**src/rtl/lif_neuron_if.sv**
```systemverilog
// ---------------------------------------------------------------------------
// lif_neuron_if
// Bundles the signals between the MAC stage / classifier and one LIF neuron.
//   master : drives sum_in, sum_valid, clear; observes the neuron outputs
//   slave  : the neuron itself
// Signals:
//   sum_in      signed weighted sum from the MAC (SUM_W)
//   sum_valid   one-cycle strobe, sum_in valid this cycle
//   clear       synchronous clear of neuron state
//   spike       spike decision for the consumed sum
//   spike_valid strobe one cycle after each accepted sum_valid
//   v_mem       registered membrane potential (signed, V_W)
//   spike_count saturating spike count (CNT_W)
//   refractory  high while the neuron is refractory
// ---------------------------------------------------------------------------
interface lif_neuron_if #(
    parameter int SUM_W = 21,
    parameter int V_W   = 24,
    parameter int CNT_W = 16
);
    logic signed [SUM_W-1:0] sum_in;
    logic                    sum_valid;
    logic                    clear;
    logic                    spike;
    logic                    spike_valid;
    logic signed [V_W-1:0]   v_mem;
    logic [CNT_W-1:0]        spike_count;
    logic                    refractory;

    modport master (
        output sum_in, sum_valid, clear,
        input  spike, spike_valid, v_mem, spike_count, refractory
    );

    modport slave (
        input  sum_in, sum_valid, clear,
        output spike, spike_valid, v_mem, spike_count, refractory
    );
endinterface

```
**src/rtl/lif_neuron.sv**
```systemverilog
// ---------------------------------------------------------------------------
// lif_neuron
// Leaky integrate-and-fire neuron fed by the 25-input spike/weight MAC.
// Each accepted sum leaks the membrane potential by v >>> LEAK_SHIFT, adds the
// sum, saturates, and fires when the result reaches THRESH. After a spike the
// next REFRAC sums are discarded. One spike decision per accepted sum,
// registered, one cycle later. A saturating spike counter feeds the
// output-layer classifier.
// Ports:
//   clk    system clock, rising edge
//   rst_n  asynchronous active-low reset
//   bus    lif_neuron_if.slave (sum_in/sum_valid/clear in; spike,
//          spike_valid, v_mem, spike_count, refractory out)
// ---------------------------------------------------------------------------
module lif_neuron #(
    parameter int SUM_W      = 21,
    parameter int V_W        = 24,
    parameter int THRESH     = 4096,
    parameter int V_RESET    = 0,
    parameter int V_MIN      = -4096,
    parameter int LEAK_SHIFT = 4,
    parameter int REFRAC     = 2,
    parameter int CNT_W      = 16
) (
    input logic         clk,
    input logic         rst_n,
    lif_neuron_if.slave bus
);

    // Two guard bits so v - leak + sum cannot wrap before saturation.
    localparam int WIDE_W = V_W + 2;
    localparam int RC_W   = (REFRAC > 0) ? $clog2(REFRAC + 1) : 1;

    localparam logic signed [V_W-1:0] THRESH_V  = V_W'(THRESH);
    localparam logic signed [V_W-1:0] V_RESET_V = V_W'(V_RESET);
    localparam logic signed [V_W-1:0] V_MIN_V   = V_W'(V_MIN);

    typedef enum logic {
        ST_ACTIVE  = 1'b0,
        ST_REFRACT = 1'b1
    } state_e;

    // Saturate a wide intermediate to the signed V_W range.
    function automatic logic signed [V_W-1:0] sat_v(input logic signed [WIDE_W-1:0] x);
        logic signed [WIDE_W-1:0] vmax;
        logic signed [WIDE_W-1:0] vmin;
        vmax = WIDE_W'({1'b0, {(V_W-1){1'b1}}});
        vmin = ~vmax;
        if (x > vmax)      return vmax[V_W-1:0];
        else if (x < vmin) return vmin[V_W-1:0];
        else               return x[V_W-1:0];
    endfunction

    // Lower clamp of the potential.
    function automatic logic signed [V_W-1:0] clamp_min(input logic signed [V_W-1:0] v);
        return (v < V_MIN_V) ? V_MIN_V : v;
    endfunction

    // Counter increment that sticks at all-ones.
    function automatic logic [CNT_W-1:0] sat_inc(input logic [CNT_W-1:0] c);
        return (&c) ? c : c + 1'b1;
    endfunction

    state_e                state_q, state_d;
    logic signed [V_W-1:0] v_mem_q, v_mem_d;
    logic [RC_W-1:0]       refr_cnt_q, refr_cnt_d;
    logic [CNT_W-1:0]      spike_count_q, spike_count_d;
    logic                  spike_q, spike_d;
    logic                  spike_valid_q, spike_valid_d;

    logic signed [WIDE_W-1:0] v_ext;
    logic signed [WIDE_W-1:0] leak;
    logic signed [WIDE_W-1:0] sum_ext;
    logic signed [V_W-1:0]    v_next;

    always_comb begin
        state_d       = state_q;
        v_mem_d       = v_mem_q;
        refr_cnt_d    = refr_cnt_q;
        spike_count_d = spike_count_q;
        spike_d       = 1'b0;
        spike_valid_d = 1'b0;

        v_ext   = {{2{v_mem_q[V_W-1]}}, v_mem_q};
        leak    = v_ext >>> LEAK_SHIFT;
        sum_ext = {{(WIDE_W-SUM_W){bus.sum_in[SUM_W-1]}}, bus.sum_in};
        v_next  = sat_v(v_ext - leak + sum_ext);

        if (bus.clear) begin
            // Clear wins over a coincident sum; that sum is dropped silently.
            state_d       = ST_ACTIVE;
            v_mem_d       = '0;
            refr_cnt_d    = '0;
            spike_count_d = '0;
        end else if (bus.sum_valid) begin
            spike_valid_d = 1'b1;
            case (state_q)
                ST_ACTIVE: begin
                    if (v_next >= THRESH_V) begin
                        spike_d       = 1'b1;
                        v_mem_d       = V_RESET_V;
                        spike_count_d = sat_inc(spike_count_q);
                        if (REFRAC > 0) begin
                            refr_cnt_d = RC_W'(REFRAC);
                            state_d    = ST_REFRACT;
                        end else begin
                            refr_cnt_d = '0;
                        end
                    end else begin
                        v_mem_d = clamp_min(v_next);
                    end
                end
                ST_REFRACT: begin
                    // Sum discarded; leave refractory when the count runs out.
                    v_mem_d = V_RESET_V;
                    if (refr_cnt_q <= RC_W'(1)) begin
                        refr_cnt_d = '0;
                        state_d    = ST_ACTIVE;
                    end else begin
                        refr_cnt_d = refr_cnt_q - 1'b1;
                    end
                end
                default: state_d = ST_ACTIVE;
            endcase
        end
    end

    always_ff @(posedge clk or negedge rst_n) begin
        if (!rst_n) begin
            state_q       <= ST_ACTIVE;
            v_mem_q       <= '0;
            refr_cnt_q    <= '0;
            spike_count_q <= '0;
            spike_q       <= 1'b0;
            spike_valid_q <= 1'b0;
        end else begin
            state_q       <= state_d;
            v_mem_q       <= v_mem_d;
            refr_cnt_q    <= refr_cnt_d;
            spike_count_q <= spike_count_d;
            spike_q       <= spike_d;
            spike_valid_q <= spike_valid_d;
        end
    end

    assign bus.spike       = spike_q;
    assign bus.spike_valid = spike_valid_q;
    assign bus.v_mem       = v_mem_q;
    assign bus.spike_count = spike_count_q;
    assign bus.refractory  = (state_q == ST_REFRACT);

endmodule

```
**src/flat_wrapper.sv**
```systemverilog
// flat-port wrapper written by rule: the top's interface ports become plain ports
module lif_neuron_flat 
#(
    parameter int SUM_W      = 21,
    parameter int V_W        = 24,
    parameter int THRESH     = 4096,
    parameter int V_RESET    = 0,
    parameter int V_MIN      = -4096,
    parameter int LEAK_SHIFT = 4,
    parameter int REFRAC     = 2,
    parameter int CNT_W      = 16
)
  (clk, rst_n, bus_sum_in, bus_sum_valid, bus_clear, bus_spike, bus_spike_valid, bus_v_mem, bus_spike_count, bus_refractory);
  lif_neuron_if #(.SUM_W(SUM_W), .V_W(V_W), .CNT_W(CNT_W)) bus_i ();
  input logic clk;
  input logic rst_n;
  input wire logic [$bits(bus_i.sum_in)-1:0] bus_sum_in;
  input wire logic [$bits(bus_i.sum_valid)-1:0] bus_sum_valid;
  input wire logic [$bits(bus_i.clear)-1:0] bus_clear;
  output wire logic [$bits(bus_i.spike)-1:0] bus_spike;
  output wire logic [$bits(bus_i.spike_valid)-1:0] bus_spike_valid;
  output wire logic [$bits(bus_i.v_mem)-1:0] bus_v_mem;
  output wire logic [$bits(bus_i.spike_count)-1:0] bus_spike_count;
  output wire logic [$bits(bus_i.refractory)-1:0] bus_refractory;
  assign bus_i.sum_in = bus_sum_in;
  assign bus_i.sum_valid = bus_sum_valid;
  assign bus_i.clear = bus_clear;
  assign bus_spike = bus_i.spike;
  assign bus_spike_valid = bus_i.spike_valid;
  assign bus_v_mem = bus_i.v_mem;
  assign bus_spike_count = bus_i.spike_count;
  assign bus_refractory = bus_i.refractory;
  lif_neuron #(.SUM_W(SUM_W), .V_W(V_W), .THRESH(THRESH), .V_RESET(V_RESET), .V_MIN(V_MIN), .LEAK_SHIFT(LEAK_SHIFT), .REFRAC(REFRAC), .CNT_W(CNT_W)) u_core (.clk(clk), .rst_n(rst_n), .bus(bus_i));
endmodule
```
**config.mk**
```make
export PLATFORM = sky130hd
export DESIGN_NAME = lif_neuron_flat
export DESIGN_NICKNAME = d
export VERILOG_FILES = /design/src/rtl/lif_neuron_if.sv /design/src/rtl/lif_neuron.sv /design/src/flat_wrapper.sv
export SDC_FILE = /design/constraint.sdc
export NUM_CORES = 1
export LEC_CHECK = 0
export BUFFER_PORTS_ARGS = -buffer_cell sky130_fd_sc_hd__buf_2
export CORE_MARGIN = 5
export CORE_UTILIZATION = 25
export CTS_BUF_LIST = sky130_fd_sc_hd__clkbuf_8
export CTS_CLUSTER_SIZE = 24
export DETAILED_ROUTE_END_ITERATION = 8
export SYNTH_ARGS = -nofsm -noshare
export SYNTH_HDL_FRONTEND = slang
export SYNTH_SLANG_ARGS = --single-unit
```
**constraint.sdc**
```tcl
create_clock -name clk -period 4.24 [get_ports clk]
set_clock_uncertainty 0.2 [all_clocks]
set_input_delay 0 -clock clk [delete_from_list [all_inputs] [get_ports clk]]
set_output_delay 0 -clock clk [all_outputs]
set_load 0.02 [all_outputs]
```
== Yosys cells after proc, flatten, opt, wreduce, memory -nomap -nowiden ==
Index checks and enable logic that the tools add are counted.

* Add/sub/neg operators: 4
* $lt $le $gt $ge: 5
* Equal/unequal tests: 3
* Mux-type cells: 27
* Bitwise operators: 1
* Reductions and logical operators: 5

{| class="wikitable"
|+ Operator list
! kind !! count
|-
| $mux 24 || 6
|-
| $mux 16 || 5
|-
| $pmux 24 s2 || 1
|-
| $add 25x21->26 || 1
|-
| $gt 26x24->1 const B || 1
|-
| $lt 26x24->1 const B || 1
|-
| $sub 24x20->25 || 1
|-
| $ge 24x14->1 const B || 1
|-
| $lt 24x13->1 const B || 1
|-
| $add 16x1->16 const B || 1
|-
| $reduce_and 16->1 || 1
|-
| $mux 1 || 9
|-
| $mux 2 || 4
|-
| $ne 2x2->1 const B || 2
|-
| $pmux 2 s2 || 1
|-
| $reduce_and 4->1 || 1
|-
| $reduce_bool 2->1 || 2
|-
| $ne 3x2->1 const B || 1
|-
| $le 2x1->1 const B || 1
|-
| $pmux 1 s2 || 1
|-
| $reduce_and 2->1 || 1
|-
| $sub 2x1->2 const B || 1
|-
| $not 1->1 || 1
|}

* Register bits after elaboration: 45
* Input bits: 25
* Output and inout bits: 43
* Word-level logic and storage cells: 51

== Longest topological paths before layout ==
* Depth in word-level cells: 11
* Depth in mapped cells: 21
* Depth with buffers taken out: 19

== Worst setup path after synthesis ==
Ideal clock, no wire load.

* Kind: register to register
* Start: register u_core.v_mem_q[14], in the netlist u_core.bus.v_mem[14]
* End: register u_core.v_mem_q[16], in the netlist u_core.bus.v_mem[16]
* Setup time: 0.121 ns
* Arrival: 4.423 ns
* Data required time: 3.919 ns
* Setup slack: -0.504 ns
* Cell stages (with the launch flop): 20
* Path buffers: 3
* Clock period less this slack: 4.744 ns
* Path through: dfrtp_1 > inv_1 > fa_1 > inv_1 > ha_1 > clkbuf_2 > a21oi_1 > o21ai_1 > a21o_1 > a221o_1 > or3_1 > a22oi_1 > nor2_1 > clkbuf_1 > o2111ai_1 > ha_1 > o21ba_2 > clkbuf_1 > o21ai_0 > a22o_1

* Word-level cells in the longest chain between the ends: 11
* Elaborated cells between the ends (all ways): 13
* Those cells by class: add/sub (2); order compare (4); mux (7)

{| class="wikitable"
|+ Ends and longest elaborated chain
! element !! line !! RTL
|-
| start: declaration || lif_neuron.sv:65 || <nowiki>logic signed [V_W-1:0] v_mem_q, v_mem_d;</nowiki>
|-
| start signal: assignment || lif_neuron.sv:138 || <nowiki>v_mem_q <= v_mem_d;</nowiki>
|-
| $sub 24x20->25 * || lif_neuron.sv:87 || <nowiki>v_next = sat_v(v_ext - leak + sum_ext);</nowiki>
|-
| $add 25x21->26 * || lif_neuron.sv:87 ||
|-
| $lt 26x24->1 || lif_neuron.sv:50 || <nowiki>else if (x < vmin) return vmin[V_W-1:0];</nowiki>
|-
| $mux 24 || lif_neuron.sv:50 ||
|-
| $mux 24 * || lif_neuron.sv:49 || <nowiki>if (x > vmax) return vmax[V_W-1:0];</nowiki>
|-
| $lt 24x13->1 || lif_neuron.sv:56 || <nowiki>return (v < V_MIN_V) ? V_MIN_V : v;</nowiki>
|-
| $mux 24 || lif_neuron.sv:56 ||
|-
| $mux 24 * || lif_neuron.sv:99 || <nowiki>if (v_next >= THRESH_V) begin</nowiki>
|-
| $pmux 24 s2 * || lif_neuron.sv:97 || <nowiki>case (state_q)</nowiki>
|-
| $mux 24 * || lif_neuron.sv:95 || <nowiki>end else if (bus.sum_valid) begin</nowiki>
|-
| $mux 24 * || lif_neuron.sv:89 || <nowiki>if (bus.clear) begin</nowiki>
|}

Every way passes the cells marked *; elsewhere a longest branch is shown, timed or not. The select of a mux whose other input is x is not followed.
A chain may end at the register's enable or synchronous reset.

== Worst setup path after layout ==
* Start: register u_core.v_mem_q[13], in the netlist u_core.bus.v_mem[13]
* End: register u_core.v_mem_q[12], in the netlist u_core.bus.v_mem[12]

The elaborated chain is that of the path after synthesis.

==> metrics.txt <==
status=finished, violations left; failing checks=negative setup slack; WL/cell=16.05 um; Synth top area share=0.2467; CTS max path bufs=2; critical-path maximum fanout=6; full die area=21,060 um2; Chip Width=145.1 um; FMAX=232.3 MHz; fraction of layout instances using a drive strength above 1=0.5125; Layout Cells excl Fill=986; placed cell count=939; Final Critical Period=4306 ps; # rows=49; Design Area, Final=7168 um2; # DRC=0; RD Place Congestion=0.8845; syn_nets=651; final hold vios=0; area of the mapped netlist=4564 um2; switching share of power=0.4988; critical path class=flip-flop to flip-flop; P_int=3.099 mW; Post-DP Area=5906 um2; pre-CTS WS=-325.5 ps; number of global-route vias before repair=4,869; FF-to-FF setup slack=-70 ps; largest net degree at the start of global routing=46; clock tree from TritonCTS=yes; worst flop-to-flop path startpoint=u_core.bus.v_mem[13]; sequential element share of the synthesized area=0.2467; top cells by area, synth=dfrtp_1 (25%), fa_1 (10%), ha_1 (8.2%); final WL=15.82 mm; first-pass GRT wire length=24.28 mm; Worst Max-Slew Pin Slew=620.8 ps; DR iter-0 viols=265; Slew Limit Fails=0; post-route ant nets=0; asr flop ratio synth=1.000; max_cap viols=0; WHS=116.0 ps; area leader, netlist=dfrtp_1; Reg power frac=0.095; Final WS setup=-65.55 ps; unrepaired setup endpoints after global routing=yes; top_reg_cell synth=dfrtp_1; Detailed Routing Iterations Pass 1=5; FF-to-FF End=u_core.bus.v_mem[12]; IO Pins=68; Clock Power Share=0.064; clock slew at reported path FFs=90 ps; fin crit share=1.015; CP startpoint kind=flip-flop; CTS Sinks=45; Mean Syn Cell Area=7.966 um2; Critical Path RT=4230 ps; CTS H-tree depth=2; P_leak=3.276 nW; clock latency reported for the late side of the worst-skew pair=310 ps; Max IR drop VDD=0.3307 mV; Final nets=834; CTS buffer count=5; antenna violations before repair=0; vias=4,935; Post-synth EDFFs=0; Synth Warn #=0; Synth cell types=66; via-per-instance ratio=5.005; Total GRT Usage=0.1366; worst hold-check path type=input pin to async pin; WP data arrival=4300 ps; NetSw=3.084 mW; Syn-to-layout area delta=57.04%; Crit. End Element=flip-flop; Die Y=145.1 um; PortBufs=67; CTS Root Buffer Type=clkbuf_8; Slew headroom=0.5862; endpoints failing setup=28; FF+latch count, synth=45; storage element area=1150 um2; global route total overflow=0; P per Cell Area=862.6 nW/um2; Multi-input gate area=3811 um2; dpl hpwl=11.59 mm; Worst R2R Path Depth=14; Filler cells=1,750; Inserted Diodes=0; core area=17,960 um2; Final Power=6.183 mW; initial core utilization=0.2541; cells after synthesis=573; combinational power share=0.841
-- layout by cell type, fill, tap and decap left out, types with 10 or more instances in the layout --
cell,count
buf_4,111
inv_1,87
buf_2,67
nand2_1,40
a21oi_2,29
dfrtp_1,26
a21oi_1,24
o21ai_2,23
fa_1,21
nor2_1,19
dfrtp_2,19
ha_4,14
buf_6,14
inv_2,13
o21ai_1,13
ha_1,13
nand4_1,12
a21o_1,12
a22o_1,12
o31ai_1,10
-- worst max-delay path, cell delays in order, from the launching register on --
cell       delay (ps)
dfrtp_2           440
buf_6             130
fa_1              520
inv_2              50
ha_4              310
nand2_4            80
or4_4             590
and3_4            200
a211o_4           350
nor4_4            300
o2111ai_4         170
ha_4              290
o21ba_4           290
o21ai_2            70
a22o_1            200
-- registers in the layout (all words and copies together) (netlist names) --
name,count
u_core.bus.spike_valid,1
u_core.bus.spike,1
u_core.bus.spike_count,16
u_core.bus.v_mem,24
u_core.refr_cnt_q,2
u_core.bus.refractory,1
-- cell families (layout without fill, tap and decap cells) --
family,count (synthesis),count (layout),share of synthesized area
adders and majority gates,53,53,0.1831
xor gates and xnor gates,13,13,0.02495
muxes,5,5,0.01206
buffers and inverters,124,306,0.1077
and+or+nand+nor,154,155,0.1754
AOI/OAI and AO/OA,179,180,0.2500
DFF,45,45,0.2467
-- metal layers --
layer	vias to the layer above	global-route usage	routed length, um
li1	2380	-	-
met1	2432	0.1766	6784
met2	101	0.2438	8205
met3	22	0.01466	537
met4	0	0.03405	294
met5	-	0	0
-- synth_stat cells, types with 4 or more instances --
master and instances:
or3_1 8, inv_1 99, o21a_1 4, a21o_1 12, nand4_1 12, a22o_1 12
xor2_1 4, or4_1 9, nor2b_1 5, nor3_1 11, buf_2 4, o31ai_1 10
ha_1 30, o21ai_1 10, nand2_1 49, xnor2_1 9, clkbuf_1 15, mux2_2 4
a21oi_1 56, fa_1 23, dfrtp_1 45, nor4_1 7, o21ai_0 38, nor2_1 24
a211oi_1 6, nand3_1 10
-- through the flow --
| stage | setup TNS (ps) | utilization |
|---|---|---|
| final | -670.1 | 0.3990 |
| after floorplan | -327.9 | - |
| after global placement | -6536 | 0.3288 |
| after CTS | 0 | 0.3554 |
| after global routing | -4199 | 0.3990 |
| after detailed placement | -7194 | 0.3288 |
-- worst max path at each step --
stage	from	end	slack, ps	depth (start not counted)
after floorplan	u_core.bus.v_mem[16]	u_core.bus.v_mem[20]	-40	18
after global placement	u_core.bus.v_mem[8]	u_core.bus.v_mem[12]	-290	17
after detailed placement	u_core.bus.v_mem[8]	u_core.bus.v_mem[0]	-330	18
after CTS	u_core.bus.v_mem[17]	u_core.bus.v_mem[4]	1	16
after global routing	u_core.bus.v_mem[11]	u_core.bus.v_mem[20]	-160	16
final	u_core.bus.v_mem[13]	u_core.bus.v_mem[12]	-70	14
-- power groups by stage --
stage / registers, mW / logic, mW / clock network, mW
global route: 0.599 / 5.58 / 0.417
CTS: 0.589 / 4.23 / 0.397
global placement: 0.608 / 3.84 / 0
detailed placement: 0.609 / 3.85 / 0
finish: 0.590 / 5.20 / 0.393
floorplan: 0.660 / 2.43 / 0
-- repair_timing --
item,CTS,global route
gates cloned,3,2
pin swaps,17,50
gates resized for setup,42,148
hold buffers,4,0
hold endpoints to repair,62,0
setup buffers,17,14
setup endpoints to repair,40,42
-- final cells by class --
type,count,share of cell area
inverters,100,0.05237
well taps,229,0.03997
repair buffers,198,0.1969
flip-flops and latches,45,0.1604
clock buffers,5,0.009600
multi-input cells,406,0.5317
clock inverters,3,0.009077
Power figures use the tool's default switching activity.
